--- config.mk ---
export PLATFORM = sky130hd
export DESIGN_NAME = mux4_rr_scheduler
export DESIGN_NICKNAME = d
export VERILOG_FILES = /design/src/rtl/mux4_rr_scheduler.sv
export SDC_FILE = /design/constraint.sdc
export NUM_CORES = 1
export LEC_CHECK = 0
export ABC_AREA = 1
export BUFFER_PORTS_ARGS = -buffer_cell sky130_fd_sc_hd__buf_2
export CAP_MARGIN = 20
export CORE_UTILIZATION = 49
export DETAILED_ROUTE_END_ITERATION = 8
export PLACE_DENSITY = 0.83
export REMOVE_ABC_BUFFERS = 1
export SETUP_SLACK_MARGIN = 0.05
export SLEW_MARGIN = 20
export SYNTH_ARGS = -nofsm -noshare
export SYNTH_HDL_FRONTEND = slang
export SYNTH_SLANG_ARGS = --single-unit
export TNS_END_PERCENT = 100
--- constraint.sdc ---
create_clock -name clk -period 1.6 [get_ports clk]
set_input_delay 0.24 -clock clk [delete_from_list [all_inputs] [get_ports clk]]
set_output_delay 0.24 -clock clk [all_outputs]
set_load 0.01 [all_outputs]
--- src/rtl/mux4_rr_scheduler.sv ---
`default_nettype none
// ============================================================================
// mux4_rr_scheduler : round-robin scheduler in front of a shared 4:1 1-bit mux
// Rev 1.0
// ============================================================================

module mux4_1b (
  input  logic [3:0] d,
  input  logic [1:0] s,
  output logic       z
);
  assign z = d[s];
endmodule

module mux4_rr_scheduler #(
  parameter int HOLD = 4
) (
  input  logic       clk,
  input  logic       rst_n,
  input  logic [3:0] req,
  input  logic [3:0] d,
  output logic [3:0] gnt,
  output logic [1:0] sel,
  output logic       valid,
  output logic       z
);
  localparam int c_cnt_w = (HOLD > 1) ? $clog2(HOLD) : 1;
  localparam logic [c_cnt_w-1:0] c_cnt_load = c_cnt_w'(HOLD - 1);

  typedef enum logic [0:0] {
    ST_IDLE  = 1'b0,
    ST_GRANT = 1'b1
  } state_t;

  state_t               r_state;
  logic [1:0]           r_sel;
  logic [c_cnt_w-1:0]   r_cnt;
  logic [3:0]           r_gnt;

  logic                 w_any;
  logic [1:0]           w_win;
  logic                 w_end;
  logic                 w_mux_z;

  // Scan from lowest to highest priority so the nearest requester after sel wins.
  always_comb begin
    w_win = r_sel;
    w_any = 1'b0;
    for (int k = 4; k >= 1; k--) begin
      if (req[r_sel + 2'(k)]) begin
        w_win = r_sel + 2'(k);
        w_any = 1'b1;
      end
    end
  end

  assign w_end = (r_cnt == '0) || !req[r_sel];

  always_ff @(posedge clk) begin
    if (!rst_n) begin
      r_state <= ST_IDLE;
      r_sel   <= 2'd3;
      r_cnt   <= '0;
      r_gnt   <= 4'b0000;
    end else begin
      case (r_state)
        ST_IDLE: begin
          if (w_any) begin
            r_state <= ST_GRANT;
            r_sel   <= w_win;
            r_gnt   <= 4'b0001 << w_win;
            r_cnt   <= c_cnt_load;
          end
        end
        ST_GRANT: begin
          if (w_end) begin
            if (w_any) begin
              r_sel <= w_win;
              r_gnt <= 4'b0001 << w_win;
              r_cnt <= c_cnt_load;
            end else begin
              // sel keeps the last grantee so rotation resumes where it left off
              r_state <= ST_IDLE;
              r_gnt   <= 4'b0000;
            end
          end else begin
            r_cnt <= r_cnt - 1'b1;
          end
        end
        default: r_state <= ST_IDLE;
      endcase
    end
  end

  mux4_1b u_mux (
    .d (d),
    .s (r_sel),
    .z (w_mux_z)
  );

  assign gnt   = r_gnt;
  assign sel   = r_sel;
  assign valid = (r_state == ST_GRANT);
  assign z     = valid & w_mux_z;

endmodule
`default_nettype wire

**Word level (Yosys, flattened, before mapping)**

Cells that the tools add are included.
Widths: inputs -> output; s select.

- Logic and storage cells: 51
- Input port bits: 10
- Output and inout bits: 8
- Bits in registers: 9

- Eq/ne operators: 2
- Shifts and indexed selects: 1
- Reductions and logical operators: 4
- Multiplexer cells: 30
- $add $sub $neg: 4
- Order comparisons: 4
- Bitwise operators: 2

Operator list:

| operator | count |
|---|---|
| $mux 2 | 7 |
| $lt 2x3->1 const B | 4 |
| $mux 4 | 3 |
| $mux 1 | 11 |
| $bmux 1 s2 | 5 |
| $pmux 2 s2 | 2 |
| $pmux 4 s2 | 1 |
| $add 2x2->2 const B | 2 |
| $shl 1x2->4 const A | 1 |
| $add 2x1->2 const B | 1 |
| $logic_not 2->1 | 1 |
| $ne 2x1->1 const B | 1 |
| $ne 2x2->1 const B | 1 |
| $pmux 1 s2 | 1 |
| $reduce_and 2->1 | 1 |
| $sub 2x1->2 const B | 1 |
| $and 1x1->1 | 1 |
| $logic_not 1->1 | 1 |
| $logic_or 1x1->1 | 1 |
| $not 1->1 | 1 |

**Depth between registers and ports, before layout**

Gate-level depths: netlist of the first run.

- Depth after elaboration: 10
- Mapped depth: 12
- Gate-level depth less buffers: 12

**By module**

A second synthesis of the first run with hierarchy kept.

- Cells, all modules: 111
- Area, all modules: 665.6 µm²

Modules (own cells, without submodules):

| module | sequential area each (µm²) | times used | area each (µm²) | cells each |
|---|---|---|---|---|
| mux4_rr_scheduler | 180.2 | 1 | 614.3 | 98 |
| mux4_1b | 0.0 | 1 | 51.3 | 13 |

**Worst setup path after synthesis of the first run**

Ideal clock, no wire load.

- Kind: register to register
- Start: register r_sel[0], in the netlist sel[0]
- End: register r_sel[1], in the netlist sel[1]
- Path buffers: 1
- Cell stages (with the launch flop): 11
- Slack: 0.170 ns
- Arrival: 1.313 ns
- Cells stage by stage: dfxtp_1 buf_6 nand2_1 nand3_1 nand2_1 nor2_4 nand2_2 nand2_4 nor2_2 a21oi_1 nand2_1

- Longest elaborated chain between the ends: 9

RTL lines:

| item | line | text |
|---|---|---|
| start: declaration | 36 | `logic [1:0] r_sel;` |
| start signal: assignment | 70 | `r_sel <= w_win;` |
| start signal: assignment | 78 | `r_sel <= w_win;` |
| $add 2x2->2 / $bmux 1 s2 (equally long branches) | 50, 51, 57 |  |
| $bmux 1 s2 / $mux 1 (equally long branches) | 50, 57 |  |
| $mux 1 (not written as such) | 50 | `if (req[r_sel + 2'(k)]) begin` |
| $mux 2 / $mux 1 (equally long branches) (3 in series) | 50 |  |
| $mux 2 | 68, 77 |  |
| $mux 2 | 76 | `if (w_end) begin` |
| $pmux 2 s2 | 66 | `case (r_state)` |

Parallel ways exist; a longest one is shown, timed or not. The select of a mux whose other input is x is not followed.
A chain may end at the register's enable or synchronous reset.

**Worst setup path in the final report of the first run**

- Start: register r_sel[1], in the netlist sel[1]
- End: output z

- Longest elaborated chain between the ends: 3

RTL lines:

| item | line | text |
|---|---|---|
| $bmux 1 s2 | 12 | `assign z = d[s];` |
| $mux 1 (not written as such) | 12 |  |
| $and 1x1->1 | 104 | `assign z = valid & w_mux_z;` |
| end: declaration | 25 | `output logic z` |

Every way passes these cells. The select of a mux whose other input is x is not followed.

==> results.cfg, run 1 <==
[sta]
post-route-period-util = 0.963
timing.setup.tns_ns = 0
relSlewSlack = 0.829
final-max-slew-violation-count = 0
clock_skew_ns = 0.00281
fmax_mhz = 649
setup-violations-final = 0
rsz0062_at_grt = true
worst_pin_slew_ns = 0.256
post-route-min-period_ns = 1.54
hold_viol = 0

[global_route]
grt_pass1_wl_um = 2630
gr-total-overflow = 0
antenna_found_initial = 0
grt_max_degree = 10
grt.total_usage = 0.270
grt_pass1_vias = 608

[route]
drc = 0
ant_nets = 0
wl_per_cell_um = 12.4
wl_um = 1750
vias_per_cell = 5.33
vias = 751
drt_first_pass_iters = 4
dr.first_iter.drc_count = 37

[critical_path]
critPathArrivalTime_ns = 1.30
cp-end-kind = output port
critPathKind = flip-flop to output port
cp-start-kind = flip-flop
crit_fanout = 8
r2r_setup_slack_ns = 0.10
cp.required_ns = 1.36

[synthesis]
yosys.area.top_type = dfxtp_1
synth-seq-area-share = 0.279
ys_types = 16
syn_area_per_cell_sq_um = 6.21
ys_seq_elements = 9
synthTopCellsByArea = dfxtp_1, nand2_1, nand2_2, inv_1, nand3_1
synth_top_area_share = 0.279
synth_area_sq_um = 646
syn-instance-count = 104
yosys_warnings = 0

[layout]
layout-drive-gt1-share = 0.370
final_nets = 139
diodes = 0
area_growth_pct = 27.7
final_core_util = 0.704

[pwr]
power.switching_mw = 0.959
p_clk_frac = 0.100
p_seq_frac = 0.220
comb_power_share = 0.680
max-vdd-ir-drop_v = 0.00132
powerDensity_mw_per_mm2 = 2210
switching_share = 0.526
p_leak_nw = 0.464
p_int_mw = 0.863

[outcome]
status = completed

[die]
die_h_um = 38.3
start_util = 0.551
fp-row-count = 12
fp.dieArea_sq_mm = 0.00147
ios = 18
die_w_um = 38.3
coreArea_sq_mm = 0.00117

[placement]
place_congestion = 0.854
post-dp-hpwl_um = 1150
io_buffers = 17

[clock_tree]
cts_inserted_buffers = 3
clock_latency_ns = 0.27
clk_pin_slew_ns = 0.06
cts_tree = built
cts_sinks = 9
cts_buffer_depth = 2
hold_buffers = 0
cts_root_buffer = clkbuf_4
ctsHtreeMaxLevel = 1

[run]
drv_cap = 0

[min_path]
hp-class = input pin to flip-flop
## synth_stat cells
| master | count |
|---|---|
| o21ai_0 | 3 |
| inv_1 | 18 |
| nor2_2 | 2 |
| nor2_1 | 2 |
| ha_1 | 1 |
| nand3_1 | 13 |
| nand2_2 | 11 |
| o22ai_1 | 1 |
| nor2_4 | 2 |
| a31oi_1 | 1 |
| nand2_1 | 27 |
| buf_6 | 1 |
| a21oi_1 | 10 |
| nand2_4 | 1 |
| inv_2 | 2 |
| dfxtp_1 | 9 |
## registers in the layout (all words and copies together), names as in the netlist
| name | cells |
|---|---|
| gnt | 4 |
| valid | 1 |
| sel | 2 |
| r_cnt | 2 |
## logic make-up after synthesis
family / Yosys count / share of synthesized area
compound gates: 15 / 0.120
simple gates: 58 / 0.448
buf+inv: 21 / 0.134
flops: 9 / 0.279
fa+ha+maj: 1 / 0.0194
## stage by stage
stage / hold slack (ns) / cell area [sq um] / setup WS, ns / total power [mW] / cells
3_5_place_dp: 0.426 / 744 / 0.0575 / 1.48 / 135
3_3_place_gp: 0.418 / 744 / 0.0950 / 1.45 / 135
6_report: 0.138 / 825 / 0.0584 / 1.82 / 141
2_1_floorplan: 0.309 / 634 / 0.0596 / 1.22 / 103
4_1_cts: 0.136 / 795 / 0.0616 / 1.71 / 141
5_1_grt: 0.151 / 825 / -0.0146 / 1.96 / 141
## routing by layer
metal | vias to the layer above | track usage | part of all wire
li1 | 374 | - | -
met1 | 326 | 0.322 | 0.40
met2 | 45 | 0.462 | 0.49
met3 | 6 | 0.0349 | 0.072
met4 | 0 | 0.143 | 0.036
met5 | - | 0 | 0
## final timing paths
| path | start | end | depth (start not counted) |
|---|---|---|---|
| max | sel[1] | z | 6 |
| min reg2reg | gnt[1] | gnt[1] | 2 |
| max reg2reg | sel[1] | sel[1] | 11 |
| min | rst_n | sel[1] | 2 |
## layout by cell type (no fill, tap or decap)
| master | instances |
|---|---|
| nand2_1 | 26 |
| inv_1 | 18 |
| buf_2 | 17 |
| nand3_1 | 12 |
| nand2_2 | 11 |
| a21oi_1 | 9 |
| dfxtp_1 | 7 |
| nor2_4 | 3 |
| o21ai_0 | 3 |
| clkbuf_4 | 3 |
| nand2_4 | 2 |
| nor2_1 | 2 |
| buf_4 | 2 |
| inv_2 | 1 |
| inv_4 | 1 |
| a21oi_2 | 1 |
| o22ai_2 | 1 |
| a31oi_1 | 1 |
| nand3_2 | 1 |
| nor2_2 | 1 |
| ha_1 | 1 |
| clkbuf_1 | 1 |
| buf_6 | 1 |
| dfxtp_4 | 1 |
| dfxtp_2 | 1 |
## power by group through the flow
stage	Sequential, mW	Combinational (mW)	Clock, mW
after floorplan	0.430	0.787	0
after detailed placement	0.389	1.09	0
after global placement	0.387	1.06	0
final	0.400	1.24	0.183
after global routing	0.409	1.36	0.196
after CTS	0.391	1.14	0.185
## critical path, stage by stage (launching register included)
cell and delay, ns:
dfxtp_2 0.42, inv_4 0.08, a21oi_2 0.14, nor2_1 0.06, a31oi_1 0.14, nor2_1 0.06, buf_2 0.13
## cell type report
| cell class | count | area (sq um) |
|---|---|---|
| fillers | 98 | 347 |
| flip-flops and latches | 9 | 185 |
| multi-input cells | 74 | 407 |
| well taps | 14 | 17.5 |
| clock buffers | 4 | 26.3 |
| inverters | 20 | 77.6 |
| repair buffers | 20 | 111 |
## what timing repair did
action,in CTS,in global routing
pin swaps,0,0
setup endpoints to repair,4,7
setup buffers,2,0
gates resized for setup,4,7
No activity file was read; power rests on OpenSTA's default activity.
==> inputs of run 2 (changes only) <==
CORE_AREA = 2 2 39 41   (was unset)
CORE_UTILIZATION = unset   (was 49)
CTS_BUF_LIST = sky130_fd_sc_hd__clkbuf_4   (was unset)
DIE_AREA = 0 0 41 43   (was unset)
MAX_ROUTING_LAYER = met4   (was unset)
PLACE_DENSITY = 0.82   (was 0.83)
RECOVER_POWER = 100   (was unset)
==> run 2 against run 1 <==
Net effect:
- first-iteration DRC count shrank 65%
- register-to-register slack worse by 0.02 ns
- critical path depth unchanged
- count of clock-buffer cells in the layout is the same
- die area rose by 20%
- sequential share of layout area fell by 1.3 points
- via count down 1.3%
- non-clock buffer count increased by 3
- largest power group unchanged
- clock skew about the same
- combinational power up 9.7%
- highest routed layer unchanged
- core utilization down 7.1 points
==> results.cfg, run 2 (same netlist as run 1, synthesis figures left out) <==
[pwr]
powerDensity_mw_per_mm2 = 2230
p_seq_frac = 0.204
power.switching_mw = 1.01
p_clk_frac = 0.100
max-vdd-ir-drop_v = 0.00114
p_leak_nw = 0.481
p_int_mw = 0.939
switching_share = 0.519
comb_power_share = 0.695

[route]
ant_nets = 0
drc = 0
dr.first_iter.drc_count = 13
vias = 741
vias_per_cell = 5.04
wl_per_cell_um = 11.6
wl_um = 1700
drt_first_pass_iters = 4

[sta]
post-route-min-period_ns = 1.57
timing.final.ws_setup_ns = 0.0346
final-max-slew-violation-count = 0
relSlewSlack = 0.836
worst_pin_slew_ns = 0.245
fmax_mhz = 639
rsz0062_at_grt = true
post-route-period-util = 0.978
clock_skew_ns = 0.00261
timing.setup.tns_ns = 0
holdWs_ns = 0.137
hold_viol = 0
setup-violations-final = 0

[critical_path]
crit_chain = buf_6, o22ai_2, nor2_1, a31oi_1, nor2_1, buf_2
cp-start-kind = flip-flop
worstReg2RegEnd = gnt[2]
cp.required_ns = 1.36
worstSetupEndpoint = z
critPathArrivalTime_ns = 1.33
startpoint = sel[0]
crit_fanout = 6
cpPeakStageDelay_ns = 0.36
r2r_setup_slack_ns = 0.08
reg2reg_depth = 10
cp-end-kind = output port
crit_cells = 6
crit_slowest_cell = dfxtp_4
cp_common_cell = nor2_1
cp_top_family = flip-flops
r2r_start = sel[0]
path_buf_inv = 2
critPathKind = flip-flop to output port

[placement]
io_buffers = 17
place_ws_ns = 0.0390
post-dp-hpwl_um = 1110
place_congestion = 0.818
place_inst = 138

[layout]
fillers = 120
final_cell_mix = nand2_1, inv_1, nand2_2, nand3_1, buf_2
layout-drive-gt1-share = 0.382
largest_reg_flops = 4
diodes = 0
final_core_util = 0.633
area_growth_pct = 35.7
fin_cells = 147
final_common_cell = nand2_1
final_nets = 143

[clock_tree]
hold_buffers = 0
clk_pin_slew_ns = 0.06
cts_inserted_buffers = 3
cts_buffer_depth = 2
clock_latency_ns = 0.26
ctsHtreeMaxLevel = 1
cts_root_buffer = clkbuf_4
cts_sinks = 9
cts_tree = built

[global_route]
grt_pass1_vias = 656
antenna_found_initial = 0
gr-total-overflow = 0
grt_pass1_wl_um = 2600
grt.total_usage = 0.222
grt_max_degree = 10

[die]
ios = 18
fp.dieArea_sq_mm = 0.00176
die_w_um = 41
coreArea_sq_mm = 0.00138
die_h_um = 43
start_util = 0.467
fp-row-count = 14

[run]
drv_cap = 0

[outcome]
status = completed

[min_path]
hp-class = input pin to flip-flop
[run 2: cell types whose count changed in the layout (fill, tap and decap cells not counted), sizes merged]
cell,delta
clkbuf,+5
buf,-2
nand2,+1
[run 2: how the worst min path moves through the flow]
stage	startpoint	end	slack, ns	cells past startpoint
2_1_floorplan	rst_n	sel[1]	0.31	1
3_3_place_gp	rst_n	sel[1]	0.42	2
3_5_place_dp	rst_n	sel[1]	0.42	2
4_1_cts	rst_n	sel[1]	0.13	2
5_1_grt	rst_n	sel[1]	0.14	2
6_report	rst_n	sel[1]	0.14	2
[run 2: stage by stage]
| stage | area, sq um | total power, mW |
|---|---|---|
| 2_1_floorplan | 634 | 1.22 |
| 3_3_place_gp | 754 | 1.46 |
| 3_5_place_dp | 754 | 1.48 |
| 4_1_cts | 816 | 1.75 |
| 5_1_grt | 876 | 2.13 |
| 6_report | 876 | 1.95 |
[run 2: repair_timing]
| action | 4_1_cts | 5_1_grt |
|---|---|---|
| pin swaps | 0 | 2 |
| hold endpoints to repair | 0 | 0 |
| buffers inserted | 3 | 1 |
| gates cloned | 0 | 1 |
| endpoints found under the setup margin | 2 | 6 |
| gates resized for setup | 4 | 14 |
[run 2: area by class of cell]
class | count | area, sq um | area share
Tap cell | 16 | 20.0 | 0.0229
Sequential cell | 9 | 185 | 0.211
Inverter | 20 | 80.1 | 0.0914
Clock buffer | 4 | 30.0 | 0.0343
Timing Repair Buffer | 23 | 128 | 0.146
Multi-Input combinational cell | 75 | 433 | 0.494
[run 2: power by group through the flow]
stage	combinational, mW	clock [mW]	sequential [mW]
6_report	1.36	0.196	0.399
3_3_place_gp	1.08	0	0.385
3_5_place_dp	1.10	0	0.386
5_1_grt	1.50	0.214	0.412
2_1_floorplan	0.787	0	0.430
4_1_cts	1.16	0.203	0.388
[run 2: per-layer routing]
layer,track usage,up-vias,part of all wire
met2,0.369,12,0.55
met3,0.0314,4,0.016
met1,0.248,340,0.41
met4,0.100,0,0.024
met5,-,-,0
li1,-,385,-
==> inputs of run 3 (changes only) <==
ABC_AREA = 0   (was 1)
PLACE_DENSITY = 0.73   (was 0.82)
==> run 3 against run 2 <==
Net effect:
- worst setup slack got worse by 0.041 ns
- sequential power fell by 29%
- the flow now finishes with violations (negative setup slack)
- first-iteration DRC count fell by 38%
- total power fell by 57%
- largest cell class unchanged
- critical path depth fell by 1
==> results.cfg, run 3 <==
[sta]
relSlewSlack = 0.644
final-max-slew-violation-count = 0
setup-violations-final = 2
post-route-period-util = 1.00
clock_skew_ns = 0.00526
hold_viol = 0
rsz0062_at_grt = true
post-route-min-period_ns = 1.61
fmax_mhz = 623
worst_pin_slew_ns = 0.529
timing.final.ws_setup_ns = -0.00619

[route]
drt_first_pass_iters = 4
wl_per_cell_um = 15.5
wl_um = 1660
vias = 613
ant_nets = 0
vias_per_cell = 5.73
dr.first_iter.drc_count = 8
drc = 0

[placement]
place_inst = 97
io_buffers = 17
place_area_sq_um = 677
place_congestion = 0.731
place_ws_ns = -0.0684
post-dp-hpwl_um = 941

[global_route]
grt_pass1_vias = 540
antenna_found_initial = 0
grt_pass1_wl_um = 2220
gr-total-overflow = 0
grt_max_degree = 8
grt.total_usage = 0.190

[layout]
final_common_cell = buf_4
largest_reg_flops = 4
fin_cells = 107
stdcell_area_sq_um = 838
final_cell_mix = buf_4, buf_2, clkbuf_1
diodes = 0
layout-drive-gt1-share = 0.495
final_nets = 103
area_growth_pct = 56.5

[synthesis]
synth_top_area_share = 0.336
synth_ff_type = dfxtp_1
ys_seq_elements = 9
yosys_warnings = 0
synth-seq-area-share = 0.336
synth_area_sq_um = 536
synth_async_sr_flop_share = 0
syn-instance-count = 59
synthTopCellsByArea = dfxtp_1, o32ai_1, mux2i_2, inv_1, mux4_1
syn_area_per_cell_sq_um = 9.08
ys_types = 28
synth_most_common_cell = dfxtp_1
synth_edf_count = 0
synth_common_cells = dfxtp_1, inv_1
yosys.area.top_type = dfxtp_1

[clock_tree]
ctsHtreeMaxLevel = 1
hold_buffers = 0
cts_tree = built
cts_buffer_depth = 2
cts_root_buffer = clkbuf_4
cts_inserted_buffers = 3
clock_latency_ns = 0.26
cts_sinks = 9
clk_pin_slew_ns = 0.06

[critical_path]
cpPeakStageDelay_ns = 0.42
r2r_start = sel[0]
crit_chain = buf_6, mux2i_4, o22ai_4, or3b_4, o32ai_2
crit_fanout = 6
critPathArrivalTime_ns = 1.78
startpoint = sel[0]
crit_slowest_cell = or3b_4
cp-end-kind = flip-flop
critPathKind = flip-flop to flip-flop
cp-start-kind = flip-flop
cp.required_ns = 1.77

[pwr]
max-vdd-ir-drop_v = 0.000518
p_leak_nw = 0.342
powerDensity_mw_per_mm2 = 1010
total_power_mw = 0.847

[min_path]
hold_start = rst_n
hp-class = input pin to flip-flop

[die]
fp.dieArea_sq_mm = 0.00176
die_w_um = 41
fp-row-count = 14
coreArea_sq_mm = 0.00138
ios = 18
die_h_um = 43
start_util = 0.387

[outcome]
status = complete, but fails checks
violations = negative setup slack

[run]
drv_cap = 0
[run 3: power breakdown]
part           switching (mW)  internal [mW]
combinational           0.181          0.190
clock                  0.0802          0.113
sequential             0.0245          0.259
total                   0.286          0.561
[run 3: critical path, delay by kind of cell (launching register included)]
| family | cells | cell delay (ns) |
|---|---|---|
| AO/OA/AOI/OAI | 2 | 0.33 |
| buffers and inverters | 1 | 0.13 |
| flip-flops | 1 | 0.35 |
| multiplexers | 1 | 0.28 |
| AND/OR/NAND/NOR | 1 | 0.42 |
[run 3: cell type report]
type	instances	area (sq um)
clock buffers	4	30.0
fillers	115	546
inverters	7	26.3
multi-input cells	41	394
flip-flops and latches	9	186
well taps	16	20.0
repair buffers	30	181
[run 3: repair_timing]
action / CTS / global route
buffers inserted: 4 / 2
endpoints found under the setup margin: 8 / 7
pin swaps: 2 / 1
resized for setup: 17 / 5
[run 3: worst paths after layout]
path	end	slack, ns	depth (start not counted)
worst max-delay path	gnt[1]	-0.006	5
worst min-delay path	sel[0]	0.24	2
worst min register to register	gnt[2]	0.47	2
worst max register to register	gnt[1]	-0.006	5
[run 3: cells by family (layout without fill, tap and decap cells)]
| kind of cell | after synthesis | in the layout | synth area share |
|---|---|---|---|
| multiplexers | 3 | 3 | 0.100 |
| flip-flops | 9 | 9 | 0.336 |
| buffers and inverters | 9 | 41 | 0.0794 |
| AO/OA/AOI/OAI | 17 | 17 | 0.231 |
| AND/OR/NAND/NOR | 20 | 20 | 0.229 |
| adder cells (fa/ha/maj) | 1 | 1 | 0.0234 |
[run 3: per-stage QoR]
step	TNS (ns)	hold WS, ns	utilization
2_1_floorplan	0	0.329	-
3_3_place_gp	-0.00575	0.442	0.489
3_5_place_dp	-0.208	0.450	0.489
4_1_cts	-0.00327	0.236	0.584
5_1_grt	-0.208	0.257	0.606
6_report	-0.00715	0.245	0.606
[run 3: per-layer routing]
metal	global-route usage	up-vias	routed length, um
li1	-	283	-
met5	-	-	0
met2	0.328	29	885
met3	0.0157	7	90
met1	0.199	294	641
met4	0.100	0	40
